[src/rtl/regfile_pkg.sv]
// Shared constants and helpers for the multi-port register file and its scoreboard.
// Latency: none (compile-time definitions only).
// Backpressure: none; optional build macro REGFILE_BYPASS_EN is consumed by regfile_mp_sb.
package regfile_pkg;

    localparam int DEF_DATA_W = 32;
    localparam int DEF_ADDR_W = 5;
    localparam int DEF_NUM_RD = 3;
    localparam int MAX_NUM_RD = 8;

    // Architectural zero register: reads as 0, never written, never busy.
    localparam int REG_ZERO = 0;

    // LSB of lane 'port' in a bus that packs equal-width lanes side by side.
    function automatic int sliceLsb(input int port, input int width);
        return port * width;
    endfunction

endpackage

[src/rtl/regfile_scoreboard.sv]
// Per-register pending-write scoreboard with a registered busy-register count.
// Latency: busy set/clear lands at the edge; busyNext exposes the post-edge view combinationally.
// Backpressure: none; reserve beats clear on the same register, r0 never goes busy.
module regfile_scoreboard
    import regfile_pkg::*;
#(
    parameter int ADDR_W = DEF_ADDR_W
) (
    input  logic                   clk,
    input  logic                   rst_n,
    input  logic                   wrEn,
    input  logic [ADDR_W-1:0]      wrAddr,
    input  logic                   rsvEn,
    input  logic [ADDR_W-1:0]      rsvAddr,
    output logic [2**ADDR_W-1:0]   busyVec,
    output logic [2**ADDR_W-1:0]   busyNext,
    output logic [ADDR_W:0]        busyCnt
);

    localparam int DEPTH = 2**ADDR_W;

    logic [ADDR_W:0] cntNext;

    // Clear first, then set, so a new producer reserved on the writeback edge stays pending.
    always_comb begin
        busyNext = busyVec;
        if (wrEn && (wrAddr != ADDR_W'(REG_ZERO))) begin
            busyNext[wrAddr] = 1'b0;
        end
        if (rsvEn && (rsvAddr != ADDR_W'(REG_ZERO))) begin
            busyNext[rsvAddr] = 1'b1;
        end
        busyNext[REG_ZERO] = 1'b0;
    end

    always_comb begin
        cntNext = '0;
        for (int i = 0; i < DEPTH; i++) begin
            cntNext = cntNext + (ADDR_W+1)'(busyNext[i]);
        end
    end

    always_ff @(posedge clk or negedge rst_n) begin
        if (!rst_n) begin
            busyVec <= '0;
            busyCnt <= '0;
        end else begin
            busyVec <= busyNext;
            busyCnt <= cntNext;
        end
    end

endmodule

[src/rtl/regfile_mp_sb.sv]
// Register file: one writeback port, NUM_RD registered read ports, RAW busy scoreboard.
// Latency: 1 cycle read; REGFILE_BYPASS_EN selects write-first forwarding, else read-first.
// Backpressure: none; a port with rd_en low holds its last data and busy flag.
module regfile_mp_sb
    import regfile_pkg::*;
#(
    parameter int DATA_W = DEF_DATA_W,
    parameter int ADDR_W = DEF_ADDR_W,
    parameter int NUM_RD = DEF_NUM_RD
) (
    input  logic                       clk,
    input  logic                       rst_n,
    input  logic [NUM_RD-1:0]          rd_en,
    input  logic [NUM_RD*ADDR_W-1:0]   rd_addr,
    output logic [NUM_RD*DATA_W-1:0]   rd_data,
    output logic [NUM_RD-1:0]          rd_busy,
    input  logic                       wr_en,
    input  logic [ADDR_W-1:0]          wr_addr,
    input  logic [DATA_W-1:0]          wr_data,
    input  logic                       rsv_en,
    input  logic [ADDR_W-1:0]          rsv_addr,
    output logic [ADDR_W:0]            busy_cnt
);

    localparam int DEPTH = 2**ADDR_W;

    logic [DATA_W-1:0] mem [DEPTH];
    logic [DEPTH-1:0]  busyVec;
    logic              wrHit;

    logic [ADDR_W-1:0] portAddr [NUM_RD];
    logic [DATA_W-1:0] portData [NUM_RD];
    logic [NUM_RD-1:0] portBusy;

    assign wrHit = wr_en && (wr_addr != ADDR_W'(REG_ZERO));

`ifdef REGFILE_BYPASS_EN
    logic [DEPTH-1:0] busyNext;
`endif

    regfile_scoreboard #(
        .ADDR_W   (ADDR_W)
    ) uScoreboard (
        .clk      (clk),
        .rst_n    (rst_n),
        .wrEn     (wr_en),
        .wrAddr   (wr_addr),
        .rsvEn    (rsv_en),
        .rsvAddr  (rsv_addr),
        .busyVec  (busyVec),
`ifdef REGFILE_BYPASS_EN
        .busyNext (busyNext),
`else
        .busyNext (),
`endif
        .busyCnt  (busy_cnt)
    );

    // Entry 0 is never written, so after reset it reads 0 without an address compare.
    always_ff @(posedge clk or negedge rst_n) begin
        if (!rst_n) begin
            for (int i = 0; i < DEPTH; i++) begin
                mem[i] <= '0;
            end
        end else if (wrHit) begin
            mem[wr_addr] <= wr_data;
        end
    end

    always_comb begin
        for (int i = 0; i < NUM_RD; i++) begin
            portAddr[i] = rd_addr[sliceLsb(i, ADDR_W) +: ADDR_W];
`ifdef REGFILE_BYPASS_EN
            // Forward the in-flight write; wrHit already excludes r0.
            portData[i] = (wrHit && (wr_addr == portAddr[i])) ? wr_data : mem[portAddr[i]];
            portBusy[i] = busyNext[portAddr[i]];
`else
            portData[i] = mem[portAddr[i]];
            portBusy[i] = busyVec[portAddr[i]];
`endif
        end
    end

    always_ff @(posedge clk or negedge rst_n) begin
        if (!rst_n) begin
            rd_data <= '0;
            rd_busy <= '0;
        end else begin
            for (int i = 0; i < NUM_RD; i++) begin
                if (rd_en[i]) begin
                    rd_data[sliceLsb(i, DATA_W) +: DATA_W] <= portData[i];
                    rd_busy[i]                             <= portBusy[i];
                end
            end
        end
    end

endmodule
[config.mk]
export PLATFORM = sky130hd
export DESIGN_NAME = regfile_mp_sb
export DESIGN_NICKNAME = d
export VERILOG_FILES = /design/src/rtl/regfile_pkg.sv /design/src/rtl/regfile_scoreboard.sv /design/src/rtl/regfile_mp_sb.sv
export SDC_FILE = /design/constraint.sdc
export NUM_CORES = 2
export LEC_CHECK = 0
export ABC_AREA = 1
export CAP_MARGIN = 40
export CORE_ASPECT_RATIO = 1.25
export CORE_MARGIN = 4
export CORE_UTILIZATION = 30
export DETAILED_ROUTE_END_ITERATION = 8
export HOLD_SLACK_MARGIN = 0.03
export PLACE_DENSITY = 0.41
export SLEW_MARGIN = 10
export SYNTH_ARGS = -nofsm -noshare
export SYNTH_HDL_FRONTEND = slang
export SYNTH_SLANG_ARGS = --single-unit
export TNS_END_PERCENT = 100
[constraint.sdc]
create_clock -name clk -period 15.54 [get_ports clk]
set_clock_uncertainty 0.1 [all_clocks]
set_input_delay 3.108 -clock clk [delete_from_list [all_inputs] [get_ports clk]]
set_output_delay 3.108 -clock clk [all_outputs]
set_load 0.02 [all_outputs]
---- Yosys cells after proc, flatten, opt, wreduce, memory -nomap -nowiden ----
Cells that the tools add are included.
word-level totals
  register bits after elaboration ......... 1160
  input port bits ......................... 64
  output and inout bits ................... 105
  logic and storage cells ................. 120
operators by class
  add/sub/neg operators ................... 30
  magnitude comparators ................... 12
  multiplexer cells ....................... 24
  bitwise operators ....................... 7
  reduce and logical (&&, ||, !) cells .... 7
operator list
  kind                                                                count
  bitwise mux 1024 bit                                                1
  binary-select mux 32 bit (select 5 bit)                             3
  2-to-1 mux 32 bit                                                   9
  adder 6 x 1 -> 6 bit                                                29
  demux 32 bit (select 5 bit)                                         1
  bitwise AND 32 bit                                                  1
  NOT 32 bit                                                          1
  OR 32 bit                                                           1
  < comparator 5 x 6 -> 1 bit (second input constant)                 5
  greater-or-equal comparator 6 bit (second input constant)           4
  NOT 5 -> 6 bit                                                      4
  binary-select mux 1 bit (select 5 bit)                              3
  demux 1 bit (select 5 bit)                                          2
  greater-or-equal comparator 5 x 1 -> 1 bit (second input constant)  2
  nonzero test 5 bit                                                  2
  < comparator 6 x 1 -> 1 bit (second input constant)                 1
  logical AND 1 bit                                                   5
  2-to-1 mux 1 bit                                                    5
  adder 1 x 1 -> 2 bit                                                1

---- Logic depth before layout (Yosys ltp) ----
  word-level depth ........................ 39
  gate-level depth with buffers ........... 27
  depth with buffers taken out ............ 25

---- By module ----
A second synthesis with hierarchy kept.
second synthesis, totals
  cell total of the unflattened synthesis .. 11351
  area total of the unflattened synthesis .. 72640.9 um^2
by module, submodules not included
  module              times used  cells each  area each (um^2)  seq. area each (um^2)
  regfile_mp_sb       1           11048       70069.7           28102.0
  regfile_scoreboard  1           303         2571.2            925.9

---- Least setup slack after synthesis ----
Ideal clock, no wire load.
  kind .................................... input to register
  start point ............................. input wr_addr[1]
  end point ............................... register uScoreboard.busyCnt[4]
  arrival time ............................ 8237 ps
  data required time ...................... 15361 ps
  path slack .............................. 7124 ps
  stages .................................. 24
  cell sequence ........................... inv_1 nand3_1 nor2_1 inv_1 buf_2 buf_2 nand2_1 o21ai_0 ha_1 inv_1 fa_1 inv_1 fa_1 fa_1 fa_1 inv_1 fa_1 inv_1 fa_1 ha_1 inv_1 fa_1 o21ai_0 xor2_1
on the way
  word-level cells in the longest chain between the ends .. 39
ends and longest elaborated chain
  what                                                                                                             line                      source
  from (decl)                                                                                                      regfile_mp_sb.sv:18       input logic [ADDR_W-1:0] wr_addr,
  < comparator 5 x 6 -> 1 bit (implied by the code) or greater-or-equal comparator 5 x 1 -> 1 bit (tied branches)  regfile_scoreboard.sv:28  busyNext[wrAddr] = 1'b0;
  logical AND 1 bit (implied by the code)                                                                          regfile_scoreboard.sv:28
  2-to-1 mux 1 bit (implied by the code)                                                                           regfile_scoreboard.sv:28
  demux 1 bit (select 5 bit)                                                                                       -
  NOT 32 bit (no line)                                                                                             -
  bitwise AND 32 bit (no line)                                                                                     -
  2-to-1 mux 32 bit *                                                                                              regfile_scoreboard.sv:27  if (wrEn && (wrAddr != ADDR_W'(REG_ZERO))) begin
  OR 32 bit (no line)                                                                                              -
  2-to-1 mux 32 bit *                                                                                              regfile_scoreboard.sv:30  if (rsvEn && (rsvAddr != ADDR_W'(REG_ZERO))) begin
  named net uScoreboard.busyNext[1]                                                                                regfile_scoreboard.sv:16  output logic [2**ADDR_W-1:0] busyNext,
  adder 1 x 1 -> 2 bit *                                                                                           regfile_scoreboard.sv:39  cntNext = cntNext + (ADDR_W+1)'(busyNext[i]);
  adder 6 x 1 -> 6 bit * (29 in a row)                                                                             regfile_scoreboard.sv:39
  named net uScoreboard.cntNext[4]                                                                                 regfile_scoreboard.sv:22  logic [ADDR_W:0] cntNext;
  to (signal assigned)                                                                                             regfile_scoreboard.sv:49  busyCnt <= cntNext;
  to (decl)                                                                                                        regfile_scoreboard.sv:17  output logic [ADDR_W:0] busyCnt
Mark *: on every way through the listed nets, which the timed path passes. The rest lies on a longest branch.
A chain may end at the register's enable or synchronous reset.

---- Final worst setup path ----
  start point ............................. input wr_addr[0]
  end point ............................... register uScoreboard.busyCnt[4]
RTL lines
  what                                                                                                             line
  < comparator 5 x 6 -> 1 bit (implied by the code) or greater-or-equal comparator 5 x 1 -> 1 bit (tied branches)  regfile_scoreboard.sv:28
  logical AND 1 bit (implied by the code)                                                                          regfile_scoreboard.sv:28
  2-to-1 mux 1 bit (implied by the code)                                                                           regfile_scoreboard.sv:28
  demux 1 bit (select 5 bit)                                                                                       -
  NOT 32 bit (no line)                                                                                             -
  bitwise AND 32 bit (no line)                                                                                     -
  2-to-1 mux 32 bit *                                                                                              regfile_scoreboard.sv:27
  OR 32 bit (no line)                                                                                              -
  2-to-1 mux 32 bit *                                                                                              regfile_scoreboard.sv:30
  named net uScoreboard.busyNext[29]                                                                               regfile_scoreboard.sv:16
  adder 6 x 1 -> 6 bit * (3 in a row)                                                                              regfile_scoreboard.sv:39
  named net uScoreboard.cntNext[4]                                                                                 regfile_scoreboard.sv:22
Marks and branches as above.

==> key figures <==
Place
  • I/O Buffers: 168
  • GPL Wtd Cong: approximately 0.82
  • DP Area: about 78000 um^2
  • DP HPWL: 212000 um
  • Placed cells: 13943

Synth
  • Synth area leaders: dfrtp_1 40%, nand2_1 26%, nand3_1 18%
  • Most used DFF post-synth: dfrtp_1
  • Syn Inst Count: 11317
  • Async set-reset flop share out of synthesis: 1.00
  • Mapped Avg Cell Area: between 6 and 7 um^2
  • Yosys top cell area share: 0.395
  • Synth warn: 0
  • Most common cell in the netlist: nand2_1
  • Synth top cells by count: 5003 x nand2_1, 2679 x nand3_1, 1160 x dfrtp_1, 793 x o21ai_0, 414 x clkbuf_1
  • Flops & latches, synth: 1160
  • Seq/Total Area, Yosys: 0.395
  • Post-synth EDFFs: 0
  • Area leader, netlist: dfrtp_1
  • Synth cell types: 26
  • Mapped Nets: 11413
  • Synthesized area: around 73000 um^2

Die
  • IO Pins: around 170
  • Starting Density: 0.302
  • Die area: between 200000 and 300000 um^2
  • Cell row count: 202
  • Core Region: ~240000 um^2
  • Die Wd: between 400 and 500 um
  • Die H: 561 um

Power
  • Peak VDD IR: 0.000283 V
  • Cell-internal power: 7.16 mW
  • Sequential share of power: 0.371
  • Net Switching: 4.21 mW
  • Power Density: between 100 and 150 nW/um^2
  • P_leak: 37.9 nW
  • Comb pwr share: 0.297
  • Power share of the clock group: 0.332
  • Total power: 11.4 mW
  • Switching share of power: 0.370

Clock network
  • # Post-CTS Setup Buffers: 0
  • CTS tree: built
  • Clk root buf: clkbuf_16
  • CTS hold repair buffers: 0
  • Clock Path Buffers: 4
  • H-tree depth: 4
  • Worst skew pair latency: 850 ps
  • Clock sink count: 1160
  • CTS resizes: 0
  • Clock transition at path regs: about 60 ps
  • Total CTS buffers: 152

Worst setup path
  • CP startpoint kind: input port
  • CP Buf/Inv Count: 7
  • CP peak stage delay: ~550 ps
  • Worst path top cell family by delay: adder cells
  • Crit-path slowest cell: buf_4
  • CP arrival: just over 9000 ps
  • Critical path peak fanout: 36
  • Crit Path Category: input port to register
  • Critical-path cell list: clkdlybuf4s50_1 -> nand3_1 -> nor2_4 -> buf_4 -> o22ai_1 -> inv_1 -> fa_1 -> fa_1 -> fa_1 -> inv_1 -> fa_1 -> inv_1 -> fa_1 -> inv_1 -> fa_1 -> ha_1 -> inv_1 -> fa_1 -> o21ai_0 -> xor2_1
  • CP Capture Type: register
  • Worst EP required: 16170 ps
  • Cell repeated most along the worst path: fa_1

Timing
  • Endpoints failing setup: 0
  • Slew Limit Fails: 0
  • Endpoints failing hold: 0
  • Tightest hold margin: 323 ps
  • Final period util: 0.561
  • Unrepaired setup endpoints after global routing: false
  • Final critical-path required period: between 8000 and 9000 ps
  • Setup TNS: 0 ps
  • F_max: 115 MHz
  • Slew @ Worst Pin: roughly 1200 ps
  • Slew HR: 0.229

Drt
  • Antenna Nets Post-Route: 0
  • Drt wl/cell: 27.4 um
  • Via count: ~80000
  • Vias per cell: 5.56
  • DRC Markers: 0
  • Final WL: between 300000 and 400000 um
  • Drt pass-1 iters: 7
  • Initial drt markers: about 9400

Outcome
  • Run status: completed

Final layout
  • Layout area overhead: 12.9%
  • Share of cells above drive strength 1: 0.0489
  • Fillcell total: 26038
  • Final cell count without fillers: ~14000
  • NumNets Final: 10933
  • Post-Layout Inst Area: 82900 um^2

GRT
  • Initial antenna violation count: 11
  • Largest net degree at the start of global routing: 169
  • Grt total ovfl: 0
  • First-pass GRT wire length: 562000 um
  • Vias in the first global route: 76960
  • Total Routing Usage GR: 0.298

Flow run
  • MaxCap Viol Count: 0

Min path
  • Min-Delay Path Class: register to register
## per-layer routing
layer | up-vias | wire length [um] | track usage
met4 | 4 | 20700 | 0.143
met3 | 913 | 30300 | 0.0462
li1 | 35897 | - | -
met5 | - | 27 | 0
met2 | 4033 | 177000 | 0.486
met1 | 38218 | 161000 | 0.387
## worst paths after layout
| kind | startpoint | endpoint | slack, ps | cells after the start |
|---|---|---|---|---|
| min in group asynchronous | rst_n | mem[1014]$_DFFE_PN0P_ | 2110 | 1 |
| worst max register to register | uScoreboard.busyVec[2]$_DFF_PN0_ | uScoreboard.busyCnt[4]$_DFF_PN0_ | 10200 | 18 |
| max in group asynchronous | rst_n | rd_data[34]$_DFFE_PN0P_ | 10660 | 5 |
| worst max-delay path | wr_addr[0] | uScoreboard.busyCnt[4]$_DFF_PN0_ | 6820 | 20 |
| worst min register to register | mem[1022]$_DFFE_PN0P_ | mem[1022]$_DFFE_PN0P_ | 320 | 0 |
| worst min-delay path | mem[1022]$_DFFE_PN0P_ | mem[1022]$_DFFE_PN0P_ | 320 | 0 |
## area by class of cell
type                    count  area [um^2]  area share
diodes                      3         7.51   0.0000906
clock buffers             207         4420      0.0533
clock inverters            54          711     0.00858
inverters                 171          817     0.00986
multi-input cells        8959        38800       0.469
flip-flops and latches   1160        29000       0.350
well taps                3264         4080      0.0493
repair buffers            393         4980      0.0601
## logic make-up after synthesis
family,share of synthesized area
AND/OR/NAND/NOR,0.450
buffers and inverters,0.0764
flip-flops,0.395
AO/OA/AOI/OAI,0.0705
adder cells (fa/ha/maj),0.00780
XOR/XNOR,0.000358
## layout by cell type (no fill, tap or decap), types with 2 or more instances in the layout
cell / Yosys / final
o21ai_0: 793 / 793
inv_4: 3 / 30
inv_16: 0 / 3
clkinv_2: 0 / 31
fa_1: 23 / 23
nand2_1: 5003 / 5003
inv_2: 16 / 2
nor3_1: 14 / 14
ha_1: 9 / 9
inv_1: 149 / 125
xor2_1: 2 / 2
o21ai_1: 53 / 53
a21oi_1: 161 / 161
clkbuf_1: 414 / 21
buf_16: 0 / 65
diode_2: 0 / 3
nand3_1: 2679 / 2679
buf_12: 0 / 21
bufinv_16: 0 / 16
o22ai_1: 16 / 16
buf_8: 0 / 12
clkdlybuf4s50_1: 0 / 149
clkbuf_8: 0 / 28
nor2_1: 199 / 194
nor2_4: 0 / 5
buf_4: 115 / 146
dfrtp_1: 1160 / 1160
o21a_1: 3 / 3
clkinvlp_4: 0 / 10
inv_8: 0 / 6
clkbuf_16: 0 / 158
## registers in the layout, indices dropped and copies added, names as in the netlist
register,count
uScoreboard.busyCnt,6
uScoreboard.busyVec,31
rd_data,96
mem,1024
rd_busy,3
## through the flow
stage	setup slack [ps]	util
3_3_place_gp	5820	0.312
6_report	6820	0.341
3_5_place_dp	5990	0.320
4_1_cts	6840	0.341
2_1_floorplan	7120	-
5_1_grt	6420	0.341
## power groups by stage
stage / Combinational, mW / Clock, mW / Sequential, mW
2_1_floorplan: 2.32 / 0 / 4.13
4_1_cts: 3.40 / 3.86 / 4.20
3_5_place_dp: 3.36 / 0 / 4.25
5_1_grt: 3.88 / 3.95 / 4.30
3_3_place_gp: 3.34 / 0 / 4.24
6_report: 3.37 / 3.77 / 4.21
Power figures use the tool's default switching activity.
